--- src/rtl/if_fetch_if.sv ---
// Byte-wide read port between the fetch stage (master) and the memory controller (slave).
interface if_fetch_if #(
  parameter int unsigned ADDR_W = 32
);
  logic              mem_req_o;
  logic [ADDR_W-1:0] mem_addr_o;
  logic              mem_valid_i;
  logic [7:0]        mem_data_i;

  modport master (
    output mem_req_o,
    output mem_addr_o,
    input  mem_valid_i,
    input  mem_data_i
  );

  modport slave (
    input  mem_req_o,
    input  mem_addr_o,
    output mem_valid_i,
    output mem_data_i
  );
endinterface

--- src/rtl/if_fetch.sv ---
// Instruction fetch: assembles each 32-bit word from four byte reads and presents
// {if_pc, if_inst} to IF/ID, stalling the front end until the word is complete.
module if_fetch #(
  parameter int unsigned        ADDR_W   = 32,
  parameter logic [ADDR_W-1:0]  RESET_PC = '0
) (
  input  logic              clk,
  input  logic              rst,
  input  logic [5:0]        stall,
  input  logic              branch_flag_i,
  input  logic [ADDR_W-1:0] branch_target_i,
  if_fetch_if.master        mem,
  output logic              stallreq_o,
  output logic [ADDR_W-1:0] if_pc,
  output logic [31:0]       if_inst
);

  typedef enum logic [1:0] {StIdle, StFetch, StDone} state_e;

  state_e            state_q, state_d;
  logic [ADDR_W-1:0] pc_q, pc_d;
  logic [1:0]        byte_cnt_q, byte_cnt_d;
  logic [31:0]       inst_buf_q, inst_buf_d;

  // Only stall[0] concerns this stage; the other bits belong to later stages.
  logic unused_stall;
  assign unused_stall = ^stall[5:1];

  always_comb begin
    state_d    = state_q;
    pc_d       = pc_q;
    byte_cnt_d = byte_cnt_q;
    inst_buf_d = inst_buf_q;
    if (state_q == StIdle) begin
      state_d    = StFetch;
      byte_cnt_d = 2'd0;
    end else if (branch_flag_i) begin
      // Redirect wins over stall and any byte returned this cycle.
      state_d    = StFetch;
      pc_d       = branch_target_i;
      byte_cnt_d = 2'd0;
      inst_buf_d = '0;
    end else if (state_q == StFetch) begin
      if (mem.mem_valid_i) begin
        inst_buf_d[8*byte_cnt_q +: 8] = mem.mem_data_i;
        byte_cnt_d                    = byte_cnt_q + 2'd1;
        if (byte_cnt_q == 2'd3) begin
          state_d = StDone;
        end
      end
    end else if (!stall[0]) begin
      pc_d    = pc_q + ADDR_W'(4);
      state_d = StFetch;
    end
  end

  always_ff @(posedge clk or negedge rst) begin
    if (!rst) begin
      state_q    <= StIdle;
      pc_q       <= RESET_PC;
      byte_cnt_q <= 2'd0;
      inst_buf_q <= '0;
    end else begin
      state_q    <= state_d;
      pc_q       <= pc_d;
      byte_cnt_q <= byte_cnt_d;
      inst_buf_q <= inst_buf_d;
    end
  end

  assign mem.mem_req_o  = (state_q == StFetch);
  assign mem.mem_addr_o = pc_q + ADDR_W'(byte_cnt_q);
  // Gated by rst so the request is low while reset is held, high in IDLE afterwards.
  assign stallreq_o     = rst && (state_q != StDone);
  assign if_pc          = pc_q;
  assign if_inst        = (state_q == StDone) ? inst_buf_q : 32'd0;

endmodule

--- src/flat_wrapper.sv ---
// flat-port wrapper written by rule: the top's interface ports become plain ports
module if_fetch_flat 
#(
  parameter int unsigned        ADDR_W   = 32,
  parameter logic [ADDR_W-1:0]  RESET_PC = '0
)
  (clk, rst, stall, branch_flag_i, branch_target_i, stallreq_o, if_pc, if_inst, mem_mem_req_o, mem_mem_addr_o, mem_mem_valid_i, mem_mem_data_i);
  if_fetch_if #(.ADDR_W(ADDR_W)) mem_i ();
  input  logic clk;
  input  logic rst;
  input  logic [5:0] stall;
  input  logic branch_flag_i;
  input  logic [ADDR_W-1:0] branch_target_i;
  output logic stallreq_o;
  output logic [ADDR_W-1:0] if_pc;
  output logic [31:0] if_inst;
  output wire logic [$bits(mem_i.mem_req_o)-1:0] mem_mem_req_o;
  output wire logic [$bits(mem_i.mem_addr_o)-1:0] mem_mem_addr_o;
  input wire logic [$bits(mem_i.mem_valid_i)-1:0] mem_mem_valid_i;
  input wire logic [$bits(mem_i.mem_data_i)-1:0] mem_mem_data_i;
  assign mem_mem_req_o = mem_i.mem_req_o;
  assign mem_mem_addr_o = mem_i.mem_addr_o;
  assign mem_i.mem_valid_i = mem_mem_valid_i;
  assign mem_i.mem_data_i = mem_mem_data_i;
  if_fetch #(.ADDR_W(ADDR_W), .RESET_PC(RESET_PC)) u_core (.clk(clk), .rst(rst), .stall(stall), .branch_flag_i(branch_flag_i), .branch_target_i(branch_target_i), .mem(mem_i), .stallreq_o(stallreq_o), .if_pc(if_pc), .if_inst(if_inst));
endmodule
--- config.mk ---
export PLATFORM = sky130hd
export DESIGN_NAME = if_fetch_flat
export DESIGN_NICKNAME = d
export VERILOG_FILES = /design/src/rtl/if_fetch_if.sv /design/src/rtl/if_fetch.sv /design/src/flat_wrapper.sv
export SDC_FILE = /design/constraint.sdc
export NUM_CORES = 1
export LEC_CHECK = 0
export ABC_AREA = 1
export CAP_MARGIN = 20
export CORE_MARGIN = 5
export CORE_UTILIZATION = 50
export DETAILED_ROUTE_END_ITERATION = 7
export DONT_BUFFER_PORTS = 1
export GPL_TIMING_DRIVEN = 0
export PLACE_DENSITY = 0.68
export SYNTH_ARGS = -nofsm -noshare
export SYNTH_HDL_FRONTEND = slang
export SYNTH_SLANG_ARGS = --single-unit
export TNS_END_PERCENT = 1
--- constraint.sdc ---
create_clock -name clk -period 2.05 [get_ports clk]
set_input_delay 0.205 -clock clk [delete_from_list [all_inputs] [get_ports clk]]
set_output_delay 0.205 -clock clk [all_outputs]
set_load 0.01 [all_outputs]
==> impl_metrics.env <==
export IMPL_status="finished with violations"
export IMPL_failed_checks="negative setup slack"
export IMPL_synth_distinct_cells=31
export IMPL_place_inst=818
export IMPL_ir_drop_mv=0.685
export IMPL_synth_avg_cell_area_sq_um=6.60
export IMPL_cts_max_path_buffers=2
export IMPL_insertion_delay_ns=0.35
export IMPL_critPathRequiredTime_ns=1.85
export IMPL_ys_flop_type="dfrtp_1"
export IMPL_crit_chain="ha_4 > inv_2 > fa_2 > nor2_4 > inv_2 > nor2_4 > nand4_1 > xor2_2"
export IMPL_cts_root_buffer="clkbuf_8"
export IMPL_fin_tns_setup_ns=-2.93
export IMPL_fmax_mhz=435
export IMPL_p_leak_nw=2.31
export IMPL_routedWlPerCell_um=18.4
export IMPL_rsz0062_at_grt="true"
export IMPL_worst_slew_pin_slew_ns=0.643
export IMPL_overflow=0
export IMPL_die_area_sq_um=11400
export IMPL_hold_depth=2
export IMPL_path_class="reg -> out"
export IMPL_fin_cells=847
export IMPL_syn_to_final_growth_pct=17.0
export IMPL_worst_path_max_delay_cell="dfrtp_2"
export IMPL_core_sq_um=9150
export IMPL_grt_max_degree=69
export IMPL_pin_count=148
export IMPL_synth_area_leaders="dfrtp_1 36%, nand2_1 15%, nor2_1 11%"
export IMPL_crit_family="adder cells"
export IMPL_initial_core_util_pct=51.0
export IMPL_finalWorstSetupSlack_ns=-0.250
export IMPL_skew_ns=0.0103
export IMPL_hp_start="mem_mem_data_i[1]"
export IMPL_hp_class="in -> reg"
export IMPL_whs_ns=0.0139
export IMPL_grt_pass1_vias=4569
export IMPL_wl_um=15600
export IMPL_fp_row_count=35
export IMPL_p_per_area_nw_per_um2=1290
export IMPL_dieWidth_um=107
export IMPL_drt_iter0_markers=424
export IMPL_gp_congestion=0.969
export IMPL_fin_util_pct=59.6
export IMPL_maxSlewHeadroom_pct=57.1
export IMPL_ant_nets=0
export IMPL_synth_most_common_cell="nand2_1"
export IMPL_grt_total_usage_pct=27.7
export IMPL_netlist_area_leader_share_pct=36.5
export IMPL_grt_first_pass_wirelength_um=24600
export IMPL_numPortBuffers=0
export IMPL_maxCapViolations=0
export IMPL_hold_violations=0
export IMPL_clock_sinks=68
export IMPL_via_per_inst=5.68
export IMPL_diodes=0
export IMPL_hold_end="u_core.inst_buf_q[1]"
export IMPL_synth_seq_cells=68
export IMPL_endpoint_kind="primary output"
export IMPL_cts_tree="built"
export IMPL_drcViolationCount=0
export IMPL_reg2reg_depth=8
export IMPL_syn_inst=707
export IMPL_setup_viol=22
export IMPL_die_h_um=107
export IMPL_cts_clk_slew_worst_paths_ns=0.09
export IMPL_syn_nets=766
export IMPL_yosysSeqAreaShare_pct=36.5
export IMPL_drtPass1Iterations=5
export IMPL_ys_top_cells_by_count="185 x nand2_1, 131 x nor2_1, 90 x inv_1"
export IMPL_fin_crit_sh_pct=112
export IMPL_critical_path_arrival_ns=2.09
export IMPL_slowest_delay_ns=0.43
export IMPL_num_vias=4808
export IMPL_drive_gt1_share_pct=17.0
export IMPL_setup_worst_path_start_class="flop"
export IMPL_mappedNetlistArea_sq_um=4670
export IMPL_n_fill_cell=893
export IMPL_r2r_slack_ns=0.05
export IMPL_htreeDepth=3
export IMPL_slew_viol_final=0
export IMPL_synth_edff_count=0
export IMPL_reg2reg_to="u_core.inst_buf_q[20]"
export IMPL_reg2reg_from="u_core.byte_cnt_q[0]"
export IMPL_hpwl_um=11400
export IMPL_antenna_found_initial=0
export IMPL_async_flop_share_pct=100
export IMPL_worst_path_buf_inv=2
export IMPL_synth_top_area_cell="dfrtp_1"
export IMPL_cts_buffers=9
export IMPL_dp_slack_ns=-0.397
export IMPL_path_depth=8
export IMPL_crit_fanout=5
export IMPL_ys_warn_count=0
export IMPL_nets=790
export IMPL_period_needed_ns=2.30
[placed cells by master (no fill, tap or decap), types with 3 or more instances in the layout]
cell	netlist	layout
buf_4	2	12
xnor2_1	4	3
clkbuf_8	0	9
nand2_2	0	4
inv_2	1	7
dfrtp_1	68	47
xor2_1	29	9
dlygate4sd3_1	0	3
nor2_1	131	117
ha_1	8	5
o21ai_0	49	49
buf_2	6	5
nor2_2	3	13
clkbuf_1	10	7
nand4_1	3	3
dfrtp_2	0	21
xor2_2	0	20
a21oi_1	19	18
clkinvlp_4	0	3
o22ai_1	12	12
inv_1	90	84
nand3_1	61	60
nor3_1	5	5
nor2_4	4	8
nand2_1	185	181
[sequential cells by signal, indices dropped and copies added (netlist names)]
register and cells:
u_core.byte_cnt_q 2, u_core.if_pc 32, u_core.inst_buf_q 32, u_core.state_q 2
[metrics by stage]
| stage | total power [W] | area [sq um] |
|---|---|---|
| final | 0.00705 | 5460 |
| after global placement | 0.00522 | 4800 |
| after global routing | 0.00756 | 5460 |
| after CTS | 0.00673 | 5260 |
| after detailed placement | 0.00529 | 4800 |
| after floorplan | 0.00444 | 4670 |
[worst register-to-register path, stage by stage (launching register included)]
cell     delay [ns]
dfrtp_2        0.46
buf_4          0.16
inv_1          0.09
buf_4          0.19
ha_1           0.16
inv_1          0.04
nor2_1         0.19
nand4_1        0.37
o22ai_1        0.24
[timing repair]
action	CTS	global route
gates resized for setup	43	51
hold buffers	4	0
pin swaps	5	7
setup endpoints to repair	54	77
setup buffers	5	4
hold endpoints to repair	70	0
[cells by family (layout without fill, tap and decap cells)]
group,after synthesis,in the layout,share of synthesized area [%]
and+or+nand+nor,395,395,34.8
buffers and inverters,113,142,9.47
xor gates and xnor gates,33,33,6.19
adders and majority gates,9,9,2.57
DFF,68,68,36.5
AOI/OAI and AO/OA,89,89,10.5
[worst max-delay path by stage]
stage                          from                     to  slack (ns)
5_1_grt             u_core.if_pc[0]     mem_mem_addr_o[20]       -0.36
2_1_floorplan       u_core.if_pc[0]     mem_mem_addr_o[20]        0.03
6_report       u_core.byte_cnt_q[0]     mem_mem_addr_o[20]       -0.25
3_3_place_gp   u_core.byte_cnt_q[0]  u_core.inst_buf_q[30]       -0.33
3_5_place_dp   u_core.byte_cnt_q[0]  u_core.inst_buf_q[30]       -0.40
4_1_cts             u_core.if_pc[0]     mem_mem_addr_o[20]       -0.43
[power breakdown]
| part | internal (W) | switching [W] |
|---|---|---|
| registers | 0.00177 | 0.000928 |
| logic | 0.00102 | 0.00215 |
| clock network | 0.000581 | 0.000604 |
[area by class of cell]
class                   count  area, sq um  area share (%)
multi-input cells         526         2800            51.3
clock buffers               9          124            2.27
clock inverters             7         82.6            1.51
inverters                  93          355            6.51
plain buffers              20          103            1.88
repair buffers             13          125            2.29
flip-flops and latches     68         1730            31.7
well taps                 111          139            2.54
[per-layer routing]
layer | track usage, % | part of all wire [%] | up-vias
met1 | 39.9 | 43 | 2294
met4 | 9.77 | 2.8 | 0
met5 | 0 | 0 | -
met3 | 7.77 | 10 | 37
li1 | - | - | 2242
met2 | 39.9 | 44 | 235
Power figures use the tool's default switching activity.
